File: config.mk
export PLATFORM = sky130hd
export DESIGN_NAME = bellek
export DESIGN_NICKNAME = d
export VERILOG_FILES = /design/src/rtl/bellek.sv
export SDC_FILE = /design/constraint.sdc
export NUM_CORES = 1
export LEC_CHECK = 0
export ABC_AREA = 0
export CAP_MARGIN = 20
export CORE_UTILIZATION = 53
export DETAILED_ROUTE_END_ITERATION = 12
export DONT_BUFFER_PORTS = 1
export HOLD_SLACK_MARGIN = 0.12
export PLACE_DENSITY_LB_ADDON = 0.3
export SETUP_SLACK_MARGIN = 0.5
export SKIP_LAST_GASP = 1
export SLEW_MARGIN = 0
export SYNTH_ARGS = -nofsm -noshare
export SYNTH_HDL_FRONTEND = slang
export SYNTH_SLANG_ARGS = --single-unit
export TNS_END_PERCENT = 100
File: constraint.sdc
create_clock -name clk_i -period 1.88 [get_ports clk_i]
set_input_delay 0.376 -clock clk_i [delete_from_list [all_inputs] [get_ports clk_i]]
set_output_delay 0.376 -clock clk_i [all_outputs]
set_load 0.01 [all_outputs]
File: src/rtl/bellek.sv
// Memory-access pipeline stage (bellek). ALU results pass through in one cycle.
// Loads and stores run one request/response transaction on the data-memory port.
// The pipeline stalls until the response, then the stage writes back the aligned, extended result.
module bellek #(
  parameter int unsigned VERI_BIT  = 32,
  parameter int unsigned MASKE_BIT = 4
) (
  input  logic                 clk_i,
  input  logic                 rst_i,
  // From the execute stage
  input  logic                 gecerli_i,
  input  logic                 yaz_yazmac_i,
  input  logic [4:0]           rd_adres_i,
  input  logic [VERI_BIT-1:0]  rd_deger_i,
  input  logic [VERI_BIT-1:0]  bellek_deger_i,
  input  logic                 bellek_oku_i,
  input  logic                 bellek_yaz_i,
  input  logic [1:0]           bellek_boyut_i,
  input  logic                 bellek_isaretsiz_i,
  // Data-memory port
  output logic                 vy_istek_gecerli_o,
  input  logic                 vy_istek_hazir_i,
  output logic [VERI_BIT-1:0]  vy_adres_o,
  output logic [VERI_BIT-1:0]  vy_veri_o,
  output logic [MASKE_BIT-1:0] vy_maske_o,
  output logic                 vy_yaz_o,
  input  logic                 vy_cevap_gecerli_i,
  input  logic [VERI_BIT-1:0]  vy_cevap_veri_i,
  // Pipeline control and writeback
  output logic                 durdur_o,
  output logic                 hizasiz_o,
  output logic                 gecerli_o,
  output logic                 yaz_yazmac_o,
  output logic [4:0]           rd_adres_o,
  output logic [VERI_BIT-1:0]  rd_deger_o
);

  typedef enum logic [1:0] {
    StBosta = 2'd0,
    StIstek = 2'd1,
    StCevap = 2'd2
  } durum_e;

  durum_e durum_q, durum_d;

  // Latched transaction fields
  logic [VERI_BIT-1:0]  adres_q, adres_d;
  logic [VERI_BIT-1:0]  veri_q, veri_d;
  logic [MASKE_BIT-1:0] maske_q, maske_d;
  logic                 yaz_q, yaz_d;
  logic [1:0]           boyut_q, boyut_d;
  logic                 isaretsiz_q, isaretsiz_d;
  logic [4:0]           rd_q, rd_d;

  // Registered writeback outputs
  logic                 gecerli_q, gecerli_d;
  logic                 yaz_yazmac_q, yaz_yazmac_d;
  logic                 hizasiz_q, hizasiz_d;
  logic [4:0]           rd_adres_q, rd_adres_d;
  logic [VERI_BIT-1:0]  rd_deger_q, rd_deger_d;

  logic                 bellek_op;
  logic                 hizali;
  logic [MASKE_BIT-1:0] maske_yeni;
  logic [VERI_BIT-1:0]  veri_yeni;
  logic [VERI_BIT-1:0]  kaydirilmis;
  logic [7:0]           bayt;
  logic [15:0]          yarim;
  logic [VERI_BIT-1:0]  yukleme;

  // Decode the incoming access: alignment and store lane placement
  always_comb begin
    bellek_op  = bellek_oku_i | bellek_yaz_i;
    hizali     = 1'b1;
    maske_yeni = {MASKE_BIT{1'b1}};
    veri_yeni  = bellek_deger_i;
    unique case (bellek_boyut_i)
      2'b00: begin
        maske_yeni = {{(MASKE_BIT-1){1'b0}}, 1'b1} << rd_deger_i[1:0];
        veri_yeni  = {MASKE_BIT{bellek_deger_i[7:0]}};
      end
      2'b01: begin
        hizali     = ~rd_deger_i[0];
        maske_yeni = rd_deger_i[1] ? 4'b1100 : 4'b0011;
        veri_yeni  = {2{bellek_deger_i[15:0]}};
      end
      default: begin
        hizali = (rd_deger_i[1:0] == 2'b00);
      end
    endcase
    // Loads always read the full word; the lane is picked on the response
    if (bellek_oku_i) begin
      maske_yeni = {MASKE_BIT{1'b1}};
    end
  end

  // Extract and extend the load result from the response word
  always_comb begin
    kaydirilmis = vy_cevap_veri_i >> {adres_q[1:0], 3'b000};
    bayt        = kaydirilmis[7:0];
    yarim       = adres_q[1] ? vy_cevap_veri_i[31:16] : vy_cevap_veri_i[15:0];
    unique case (boyut_q)
      2'b00:   yukleme = {{(VERI_BIT-8){~isaretsiz_q & bayt[7]}}, bayt};
      2'b01:   yukleme = {{(VERI_BIT-16){~isaretsiz_q & yarim[15]}}, yarim};
      default: yukleme = vy_cevap_veri_i;
    endcase
  end

  // Next-state, stall and writeback logic
  always_comb begin
    durum_d      = durum_q;
    adres_d      = adres_q;
    veri_d       = veri_q;
    maske_d      = maske_q;
    yaz_d        = yaz_q;
    boyut_d      = boyut_q;
    isaretsiz_d  = isaretsiz_q;
    rd_d         = rd_q;
    gecerli_d    = 1'b0;
    yaz_yazmac_d = 1'b0;
    hizasiz_d    = 1'b0;
    rd_adres_d   = rd_adres_q;
    rd_deger_d   = rd_deger_q;
    durdur_o     = 1'b0;

    unique case (durum_q)
      StBosta: begin
        if (gecerli_i && bellek_op) begin
          if (!hizali) begin
            // Misaligned: no request, retire as a non-writing entry
            hizasiz_d  = 1'b1;
            gecerli_d  = 1'b1;
            rd_adres_d = rd_adres_i;
            rd_deger_d = rd_deger_i;
          end else begin
            durdur_o    = 1'b1;
            adres_d     = rd_deger_i;
            veri_d      = veri_yeni;
            maske_d     = maske_yeni;
            // A load wins when both load and store are flagged
            yaz_d       = bellek_yaz_i & ~bellek_oku_i;
            boyut_d     = bellek_boyut_i;
            isaretsiz_d = bellek_isaretsiz_i;
            rd_d        = rd_adres_i;
            durum_d     = StIstek;
          end
        end else begin
          gecerli_d    = gecerli_i;
          yaz_yazmac_d = gecerli_i & yaz_yazmac_i & (rd_adres_i != 5'd0);
          rd_adres_d   = rd_adres_i;
          rd_deger_d   = rd_deger_i;
        end
      end
      StIstek: begin
        durdur_o = 1'b1;
        if (vy_istek_hazir_i) begin
          durum_d = StCevap;
        end
      end
      StCevap: begin
        if (vy_cevap_gecerli_i) begin
          // Stall drops in the response cycle so upstream advances at this edge
          durum_d    = StBosta;
          gecerli_d  = 1'b1;
          rd_adres_d = rd_q;
          if (!yaz_q) begin
            yaz_yazmac_d = (rd_q != 5'd0);
            rd_deger_d   = yukleme;
          end else begin
            rd_deger_d = '0;
          end
        end else begin
          durdur_o = 1'b1;
        end
      end
      default: begin
        durum_d = StBosta;
      end
    endcase
  end

  // State and output registers with synchronous active-low reset
  always_ff @(posedge clk_i) begin
    if (!rst_i) begin
      durum_q      <= StBosta;
      adres_q      <= '0;
      veri_q       <= '0;
      maske_q      <= '0;
      yaz_q        <= 1'b0;
      boyut_q      <= 2'b00;
      isaretsiz_q  <= 1'b0;
      rd_q         <= 5'd0;
      gecerli_q    <= 1'b0;
      yaz_yazmac_q <= 1'b0;
      hizasiz_q    <= 1'b0;
      rd_adres_q   <= 5'd0;
      rd_deger_q   <= '0;
    end else begin
      durum_q      <= durum_d;
      adres_q      <= adres_d;
      veri_q       <= veri_d;
      maske_q      <= maske_d;
      yaz_q        <= yaz_d;
      boyut_q      <= boyut_d;
      isaretsiz_q  <= isaretsiz_d;
      rd_q         <= rd_d;
      gecerli_q    <= gecerli_d;
      yaz_yazmac_q <= yaz_yazmac_d;
      hizasiz_q    <= hizasiz_d;
      rd_adres_q   <= rd_adres_d;
      rd_deger_q   <= rd_deger_d;
    end
  end

  assign vy_istek_gecerli_o = (durum_q == StIstek);
  assign vy_adres_o         = {adres_q[VERI_BIT-1:2], 2'b00};
  assign vy_veri_o          = veri_q;
  assign vy_maske_o         = maske_q;
  assign vy_yaz_o           = yaz_q;
  assign hizasiz_o          = hizasiz_q;
  assign gecerli_o          = gecerli_q;
  assign yaz_yazmac_o       = yaz_yazmac_q;
  assign rd_adres_o         = rd_adres_q;
  assign rd_deger_o         = rd_deger_q;

endmodule

==> results of run 1 <==
logic make-up after synthesis:
group                  count (synthesis)
AO/OA/AOI/OAI                        199
buffers and inverters                 94
flip-flops                           119
multiplexers                          37
other                                  1
AND/OR/NAND/NOR                      272
worst max-delay path, stage by stage (launching register included):
cell and delay (ns):
dfxtp_2 0.40, mux2_1 0.38, o21ai_0 0.13, a21oi_1 0.12, o21ai_1 0.23, buf_2 0.33, o221ai_2 0.18
placed cells by master, fill, tap and decap left out, drive strengths merged, types with 10 or more instances in the layout:
cell | Yosys | final
a21boi | 58 | 58
a21oi | 14 | 14
a31oi | 10 | 10
buf | 63 | 70
clkbuf | 27 | 30
dfxtp | 119 | 119
dlygate4sd3 | 0 | 80
mux2i | 35 | 35
nand2 | 187 | 187
nand3 | 24 | 24
nor2 | 26 | 26
nor3 | 10 | 10
o211a | 24 | 24
o21ai | 63 | 63
o221ai | 14 | 14
sequential cells by signal (all words and copies together), names as in the netlist:
signal,flops
vy_maske_o,4
hizasiz_o,1
adres_q,32
rd_deger_o,32
gecerli_o,1
durum_q,2
vy_yaz_o,1
rd_adres_o,5
yaz_yazmac_o,1
isaretsiz_q,1
boyut_q,2
vy_veri_o,32
rd_q,5
through the flow:
stage / setup slack [ns] / cell area [um2] / utilization (%) / instances / hold slack (ns)
2_1_floorplan: 0.252 / 6110 / - / 723 / 0.435
3_3_place_gp: 0.223 / 5830 / 54.0 / 791 / 0.455
6_report: -0.0216 / 9110 / 84.4 / 958 / -0.0481
3_5_place_dp: 0.188 / 5830 / 54.0 / 791 / 0.471
5_1_grt: -0.190 / 9110 / 84.4 / 957 / -0.0616
4_1_cts: 0.0412 / 8070 / 74.7 / 941 / -0.0280
power by group through the flow:
stage	Clock (uW)	Combinational, uW	Sequential, uW
3_5_place_dp	0	673	2990
3_3_place_gp	0	644	2980
5_1_grt	3320	1680	2990
4_1_cts	3170	1220	2930
6_report	3200	1610	2970
2_1_floorplan	0	715	2910
cell usage after synthesis, types with 2 or more instances:
| cell type | count | area share, % |
|---|---|---|
| buf_4 | 34 | 4.4 |
| o221ai_1 | 14 | 2.1 |
| nand3_1 | 24 | 2.1 |
| a31oi_1 | 10 | 1.1 |
| a22oi_1 | 7 | 0.90 |
| buf_2 | 23 | 2.0 |
| nor3b_1 | 3 | 0.38 |
| buf_1 | 3 | 0.19 |
| clkbuf_1 | 27 | 1.7 |
| dfxtp_1 | 119 | 41 |
| nor2_1 | 24 | 1.5 |
| a21boi_1 | 38 | 4.9 |
| or4_1 | 2 | 0.26 |
| inv_1 | 4 | 0.26 |
| a21boi_0 | 20 | 2.6 |
| o211a_1 | 24 | 4.1 |
| a21oi_2 | 7 | 1.0 |
| nor2b_1 | 8 | 0.85 |
| nand2b_1 | 4 | 0.43 |
| nor3_1 | 9 | 0.77 |
| a21oi_1 | 7 | 0.60 |
| o21ai_0 | 61 | 5.2 |
| nor2_2 | 2 | 0.21 |
| o21ai_1 | 2 | 0.17 |
| buf_6 | 3 | 0.58 |
| o211ai_1 | 4 | 0.51 |
| nand2_1 | 187 | 12 |
| a22o_1 | 2 | 0.30 |
| mux2i_1 | 35 | 6.0 |
| or3_1 | 2 | 0.21 |
how the worst max path moves through the flow:
| stage | from | to | slack, ns | depth (start not counted) |
|---|---|---|---|---|
| 2_1_floorplan | adres_q[0] | rd_deger_o[10] | 0.25 | 7 |
| 3_3_place_gp | gecerli_i | adres_q[11] | 0.22 | 6 |
| 3_5_place_dp | gecerli_i | adres_q[10] | 0.19 | 6 |
| 4_1_cts | durum_q[0] | durdur_o | 0.04 | 3 |
| 5_1_grt | durum_q[0] | rd_deger_o[24] | -0.19 | 7 |
| 6_report | adres_q[1] | rd_deger_o[24] | -0.02 | 6 |
what timing repair did:
| action | in CTS | in global routing |
|---|---|---|
| setup endpoints to repair | 119 | 119 |
| gates cloned | 16 | 6 |
| resized for setup | 55 | 204 |
| pin swaps | 3 | 28 |
| hold endpoints to repair | 119 | 100 |
| buffers inserted | 25 | 10 |
cell type report:
type,instances,area (um2)
flip-flops and latches,119,2400
clock buffers,25,504
well taps,140,175
diodes,1,2.50
fillers,539,1680
multi-input cells,510,3870
repair buffers,156,2080
clock inverters,3,65.1
inverters,4,15.0
per-layer routing:
metal | wire length (um) | track usage, % | up-vias
met5 | 0 | 0 | -
met4 | 1620 | 15.9 | 0
met3 | 2990 | 14.8 | 158
met2 | 11800 | 58.8 | 493
met1 | 8520 | 39.6 | 3015
li1 | - | - | 2666
==> out/results.ini, run 1 <==
[outcome]
status=finished, violations left
violations=negative hold slack, negative setup slack

[detailed_routing]
wl_per_cell_um=26.0
dr.pass1.iters=5
ant_nets=0
via_per_inst=6.61
vias=6332
post-route-drc-count=0
routed_wl_um=24900
drtIter0Drc=543

[synthesis]
synth_top_family_by_area=compound AO/OA/AOI/OAI gates
synthArstFlopShare_pct=0
synth_simple_gate_area_share_pct=19.7
yosys_warnings=0
synth_area_per_cell_um2=8.11
synthAdderAreaFrac_pct=0
synth_cell_type_count=43
synth-compound-area-share_pct=24.0
synth.area.mux_share_pct=6.43
synth_xor_area_share_pct=0
syn_area_um2=5850
synth_edf_count=0
syn_inst=722
synth-main-ff-cell=dfxtp_1
ys_seq_area_share_pct=40.7
synth-seq-cells=119

[floorplan]
die_x_um=107
core_area_um2=10800
pin_count=223
fp-row-count=38
die_height_um=107
die_area_um2=11500
initial_utilization_pct=54.2

[clock_network]
cts_buffer_depth=2
worstSkewPairLatency_ns=0.54
clk_pin_slew_ns=0.06
htree_levels=4
numCtsBuffers=17
cts.sink_count=119
cts_tree=yes
hold_buffers=81
cts-root-buf=clkbuf_8

[worst_setup_path]
critPathKind=flip-flop to flip-flop
arrival_ns=2.30
r2r-start=adres_q[1]
crit_path_start_kind=flip-flop
rr_worst_depth=6
end_kind=flip-flop
required_ns=2.27
reg2reg_slack_ns=-0.02
path_max_fanout=8
r2r_end=rd_deger_o[24]

[timing]
finalClockSkew_ns=0.0139
timing.hold.ws_ns=-0.0481
setup_ws_ns=-0.0216
hold_viol_final=5
max_slew_margin_pct=30.9
finalSetupTns_ns=-0.0216
setup_viol=1
min_period_ns=1.90
timing.final.crit_share_pct=101
final-max-slew-violation-count=0
tightestPinTransition_ns=1.03
fmaxAchievable_ghz=0.526
rsz0062_at_grt=yes

[layout]
drive_gt1_share_pct=31.8
syn_to_final_growth_pct=55.6
final_nets=920

[global_routing]
grt_overflow=0
grt_usage_pct=35.5
antenna_found_initial=2
grt_first_pass_wirelength_um=31000
grt_pass1_vias=5920
grt_max_degree=119

[min_path]
hold_depth=2
whs_endpoint=rd_deger_o[13]
min_path_type=input port to flip-flop
worstHoldStart=rst_i

[pwr]
p_sw_uw=2160
vdd_drop_max_v=0.000625
power_uw=7780
pwr-share-clk_pct=41.1
switching_share_pct=27.7
powerDensity_nw_per_um2=854
seq_power_share_pct=38.2
leakagePower_uw=0.00365
comb_power_share_pct=20.6
p_int_uw=5620

[placement]
gp_congestion=0.840
portBuffers=0
dpl.hpwl_um=11500

[flow_run]
maxCapViolCount=0

Power figures use the tool's default switching activity.
==> run 2, diff against run 1 <==
--- a/config.mk
+++ b/config.mk
@@ -13,6 +13,7 @@
 export HOLD_SLACK_MARGIN = 0.12
 export PLACE_DENSITY_LB_ADDON = 0.3
 export SETUP_SLACK_MARGIN = 0.5
+export SKIP_CTS_REPAIR_TIMING = 1
 export SKIP_LAST_GASP = 1
 export SLEW_MARGIN = 0
 export SYNTH_ARGS = -nofsm -noshare
==> run 2 against run 1 <==
Effect of this change: die area stayed put; critical path depth is 2 lower; combinational power is 29% lower; the run still ends with negative hold slack, negative setup slack left; setup slack better by 0.012 ns; final area is 13% lower; clock power is 1% lower; global-route usage is 7.5 points lower; critical path type is now flip-flop to output pin.
==> out/results.ini, run 2 (synthesis gave the netlist of run 1 again) <==
[outcome]
status=finished, violations left  ; unchanged
violations=negative hold slack, negative setup slack  ; unchanged

[worst_setup_path]
rr_worst_depth=4  ; was 6
required_ns=1.50  ; was 2.27 ns
critPathKind=flip-flop to output pin  ; was flip-flop to flip-flop
path_max_fanout=6  ; was 8
end_kind=output pin  ; was flip-flop
path_cells=nor2b_4 -> nand2_4 -> nor3_4 -> or3_4  ; was mux2_1 -> o21ai_0 -> a21oi_1 -> o21ai_1 -> buf_2 -> o221ai_2
arrival_ns=1.51  ; was 2.30 ns
max_stage_delay_ns=0.40  ; about the same
slowest_stage=dfxtp_4  ; was dfxtp_2
crit_path_start_kind=flip-flop  ; unchanged

[global_routing]
grt_usage_pct=28.0  ; was 35.5%
grt_first_pass_wirelength_um=24600  ; was 31000 um
grt_overflow=0  ; unchanged
grt_max_degree=119  ; unchanged
grt_pass1_vias=4796  ; was 5920
antenna_found_initial=0  ; was 2

[timing]
setup_viol=2  ; was 1
min_period_ns=1.89  ; was 1.90 ns
timing.hold.ws_ns=-0.0469  ; was -0.0481 ns
rsz0062_at_grt=yes  ; unchanged
setup_ws_ns=-0.00936  ; was -0.0216 ns
timing.final.crit_share_pct=100  ; was 101%
fmaxAchievable_ghz=0.529  ; was 0.526 GHz
hold_viol_final=10  ; was 5
tightestPinTransition_ns=1.14  ; was 1.03 ns
max_slew_margin_pct=23.6  ; was 30.9%
finalClockSkew_ns=0.0126  ; was 0.0139 ns
final-max-slew-violation-count=0  ; unchanged

[placement]
portBuffers=0  ; unchanged
dpl.hpwl_um=11500  ; unchanged
dp_slack_ns=0.188  ; unchanged
gp_congestion=0.840  ; unchanged

[detailed_routing]
ant_nets=0  ; unchanged
routed_wl_um=19800  ; was 24900 um
dr.pass1.iters=6  ; was 5
drtIter0Drc=456  ; was 543
vias=5723  ; was 6332
post-route-drc-count=0  ; unchanged
via_per_inst=6.19  ; was 6.61
wl_per_cell_um=21.4  ; was 26.0 um

[floorplan]
die_height_um=107  ; unchanged
initial_utilization_pct=54.2  ; unchanged
core_area_um2=10800  ; unchanged
fp-row-count=38  ; unchanged
pin_count=223  ; unchanged
die_x_um=107  ; unchanged
die_area_um2=11500  ; unchanged

[min_path]
min_path_type=input port to flip-flop  ; unchanged
hold_depth=2  ; unchanged

[pwr]
powerDensity_nw_per_um2=920  ; was 854 nW/um2
vdd_drop_max_v=0.000652  ; was 0.000625 V
leakagePower_uw=0.00317  ; was 0.00365 uW

[clock_network]
cts_tree=yes  ; unchanged
cts-root-buf=clkbuf_8  ; unchanged
htree_levels=4  ; unchanged
cts_buffer_depth=2  ; unchanged
clk_pin_slew_ns=0.06  ; about the same
cts.sink_count=119  ; unchanged
numCtsBuffers=17  ; unchanged
worstSkewPairLatency_ns=0.54  ; about the same

[layout]
layout_common_cells=nand2_1 (185), dfxtp_1 (113), dlygate4sd3_1 (74)  ; was nand2_1 (126), dfxtp_1 (113), dlygate4sd3_1 (80)
final_nets=887  ; was 920
syn_to_final_growth_pct=34.7  ; was 55.6%
drive_gt1_share_pct=18.5  ; was 31.8%
diodes=0  ; was 1
fin_util_pct=73.1  ; was 84.4%
final_common_cell=nand2_1  ; unchanged

[flow_run]
maxCapViolCount=0  ; unchanged

-- run 2: power by group --
group | internal, uW | switching (uW) | leakage [uW]
logic | 608 | 544 | 0.00190
clock network | 2070 | 1090 | 0.000282
registers | 2710 | 237 | 0.000981
total | 5380 | 1880 | 0.00317
-- run 2: stage by stage --
stage	power (uW)	TNS [ns]	cells	instance area (um2)
after CTS	6780	-0.323	819	6400
after global placement	3630	0	791	5830
after floorplan	3630	0	723	6110
after detailed placement	3660	0	791	5830
after global routing	7500	-0.366	924	7890
final	7260	-0.0170	924	7890
-- run 2: layout make-up --
class                           count  area (um2)
Timing Repair Buffer              123        1400
Clock buffer                       25         504
Fill cell                         754        2910
Clock inverter                      3        65.1
Tap cell                          140         175
Inverter                            4        15.0
Multi-Input combinational cell    510        3330
Sequential cell                   119        2400
-- run 2: final timing paths --
check	start	end	slack (ns)
worst min register to register	rd_q[4]	rd_q[4]	0.48
worst max-delay path	durum_q[1]	durdur_o	-0.009
worst min-delay path	rst_i	rd_deger_o[12]	-0.05
worst max register to register	durum_q[1]	rd_deger_o[21]	-0.009
-- run 2: critical path: cells and delay by family (launching register included) --
family | cells | cell delay (ns)
simple gates | 4 | 0.56
flops | 1 | 0.40
-- run 2: layer usage --
metal,up-vias,track usage (%),part of all wire (%)
met5,-,0,0
met4,0,9.20,3.7
met3,77,12.5,10
met2,354,46.8,49
met1,2721,31.9,37
li1,2571,-,-
==> run 3, diff against run 2 <==
--- a/config.mk
+++ b/config.mk
@@ -5,7 +5,7 @@
 export SDC_FILE = /design/constraint.sdc
 export NUM_CORES = 1
 export LEC_CHECK = 0
-export ABC_AREA = 0
+export ABC_AREA = 1
 export CAP_MARGIN = 20
 export CORE_UTILIZATION = 53
 export DETAILED_ROUTE_END_ITERATION = 12
==> run 3 against run 2 <==
Effect of this change: the flow now finishes without violations; power grew 6.5%; critical path depth decreased by 1; setup slack better by 0.16 ns; flip-flop and latch count is the same; sequential power barely moved; via count increased by 4.7%; clock-buffer cell count down 4; core utilization shrank 5.8 points; global-route usage up 0.32 points; clock power rose by 16%; sequential share of layout area is 1.8 points higher; largest power group unchanged.
==> out/results.ini, run 3 <==
[synthesis]
synth-main-ff-cell=dfxtp_1  ; unchanged
yosys_warnings=0  ; unchanged
synthArstFlopShare_pct=0  ; unchanged
syn_inst=895  ; was 722
synth_commonest_cells=nand2_1 (291), dfxtp_1 (119), a21oi_1 (105)  ; was nand2_1 (187), dfxtp_1 (119), o21ai_0 (61)
synth_area_leaders=dfxtp_1 (39%), nand2_1 (18%), a21oi_1 (8.6%)  ; was dfxtp_1 (41%), nand2_1 (12%), mux2i_1 (6.0%)
ys_seq_area_share_pct=38.9  ; was 40.7%
netlist.area_leader.share_pct=38.9  ; was 40.7%
synth_area_leader_cell=dfxtp_1  ; unchanged
synth_cell_type_count=32  ; was 43
yosysMostFrequentCell=nand2_1  ; unchanged
syn_area_um2=6120  ; was 5850 um2
synth-seq-cells=119  ; unchanged
synth_edf_count=0  ; unchanged
synth_area_per_cell_um2=6.84  ; was 8.11 um2

[worst_setup_path]
required_ns=2.20  ; was 1.50 ns
path_max_fanout=35  ; was 6
arrival_ns=2.05  ; was 1.51 ns
path_cells=dlygate4sd3_1 -> o21ai_0 -> a21oi_1  ; was nor2b_4 -> nand2_4 -> nor3_4 -> or3_4
max_stage_delay_ns=1.11  ; was 0.40 ns
slowest_stage=dlygate4sd3_1  ; was dfxtp_4
critPathKind=input port to flip-flop  ; was flip-flop to output pin
crit_path_start_kind=input port  ; was flip-flop
end_kind=flip-flop  ; was output pin

[global_routing]
grt_overflow=0  ; unchanged
grt_usage_pct=28.4  ; was 28.0%
antenna_found_initial=0  ; unchanged
grt_max_degree=69  ; was 119
grt_first_pass_wirelength_um=25800  ; was 24600 um
grt_pass1_vias=5276  ; was 4796

[pwr]
vdd_drop_max_v=0.000735  ; was 0.000652 V
powerDensity_nw_per_um2=1040  ; was 920 nW/um2
leakagePower_uw=0.00321  ; was 0.00317 uW

[placement]
dpl.hpwl_um=12000  ; was 11500 um
gp_congestion=0.865  ; was 0.840
portBuffers=0  ; unchanged
dp.cells=964  ; was 791

[layout]
layout.cells.non_filler=1059  ; was 924
diodes=0  ; unchanged
fillers=934  ; was 754
syn_to_final_growth_pct=21.1  ; was 34.7%
drive_gt1_share_pct=16.1  ; was 18.5%
layout_common_cells=nand2_1 (289), dfxtp_1 (115), a21oi_1 (101)  ; was nand2_1 (185), dfxtp_1 (113), dlygate4sd3_1 (74)
final_nets=1018  ; was 887
final_common_cell=nand2_1  ; unchanged

[clock_network]
htree_levels=4  ; unchanged
cts-root-buf=clkbuf_16  ; was clkbuf_8
worstSkewPairLatency_ns=0.42  ; was 0.54 ns
numCtsBuffers=17  ; unchanged
cts.sink_count=119  ; unchanged
cts_tree=yes  ; unchanged
cts_buffer_depth=2  ; unchanged
clk_pin_slew_ns=0.06  ; about the same

[timing]
max_slew_margin_pct=41.5  ; was 23.6%
hold_viol_final=0  ; was 10
finalClockSkew_ns=0.0148  ; was 0.0126 ns
rsz0062_at_grt=yes  ; unchanged
final-max-slew-violation-count=0  ; unchanged
timing.final.crit_share_pct=92.1  ; was 100%
setup_viol=0  ; was 2
finalSetupTns_ns=0  ; was -0.0170 ns
tightestPinTransition_ns=0.875  ; was 1.14 ns
min_period_ns=1.73  ; was 1.89 ns
fmaxAchievable_ghz=0.578  ; was 0.529 GHz

[detailed_routing]
via_per_inst=5.66  ; was 6.19
routed_wl_um=19800  ; about the same
post-route-drc-count=0  ; unchanged
wl_per_cell_um=18.7  ; was 21.4 um
vias=5991  ; was 5723
ant_nets=0  ; unchanged
drtIter0Drc=485  ; was 456
dr.pass1.iters=5  ; was 6

[floorplan]
pin_count=223  ; unchanged
fp-row-count=38  ; unchanged
die_area_um2=12000  ; was 11500 um2
core_area_um2=11000  ; was 10800 um2
initial_utilization_pct=55.5  ; was 54.2%
die_x_um=110  ; was 107 um
die_height_um=110  ; was 107 um

[outcome]
status=complete, no violations  ; was finished, violations left

[flow_run]
maxCapViolCount=0  ; unchanged

[min_path]
min_path_type=input port to flip-flop  ; unchanged

-- run 3: worst paths after layout --
path                    to  cells after the start               from  slack [ns]
max reg2reg  vy_veri_o[19]                      7         durum_q[1]        0.27
max          vy_veri_o[19]                      3              rst_i        0.15
min           vy_veri_o[1]                      2  bellek_deger_i[1]         0.1
min reg2reg        rd_q[3]                      2            rd_q[3]        0.48
-- run 3: cells by family after synthesis --
group / after synthesis / synth area share [%]
DFF: 119 / 38.9
buffers and inverters: 155 / 13.4
AOI/OAI and AO/OA: 223 / 20.3
and+or+nand+nor: 397 / 27.4
other: 1 / 0.0612
-- run 3: layout make-up --
cell class / instances / area, um2 / share of cell area (%)
multi-input cells: 623 / 3030 / 40.8
clock inverters: 11 / 194 / 2.61
flip-flops and latches: 119 / 2390 / 32.2
well taps: 140 / 175 / 2.36
inverters: 69 / 282 / 3.80
repair buffers: 75 / 861 / 11.6
clock buffers: 21 / 480 / 6.48
repair inverters: 1 / 8.76 / 0.118
-- run 3: critical path, delay by kind of cell --
| kind | cells | cell delay [ns] |
|---|---|---|
| buffers and inverters | 1 | 1.11 |
| AO/OA/AOI/OAI | 2 | 0.56 |
-- run 3: power by group --
part,leakage [uW],switching (uW),internal (uW)
Sequential,0.000979,221,2710
Clock,0.000318,1190,2490
Combinational,0.00192,659,453
Total,0.00321,2070,5660
-- run 3: through the flow --
step / cell area [um2] / power [uW] / util [%] / setup WS, ns / hold slack, ns
2_1_floorplan: 6190 / 3740 / - / 0.479 / 0.439
3_3_place_gp: 5950 / 3820 / 53.9 / 0.362 / 0.457
3_5_place_dp: 5950 / 3850 / 53.9 / 0.288 / 0.464
4_1_cts: 6620 / 7520 / 60.0 / 0.0405 / 0.0673
5_1_grt: 7420 / 7990 / 67.2 / 0.107 / 0.121
6_report: 7420 / 7730 / 67.2 / 0.149 / 0.0993
-- run 3: per-layer routing --
metal | routed length [um] | track usage (%) | vias to the layer above
li1 | - | - | 2858
met4 | 634 | 14.6 | 0
met2 | 9260 | 44.5 | 351
met3 | 2230 | 11.8 | 59
met1 | 7640 | 33.1 | 2723
met5 | 0 | 0 | -
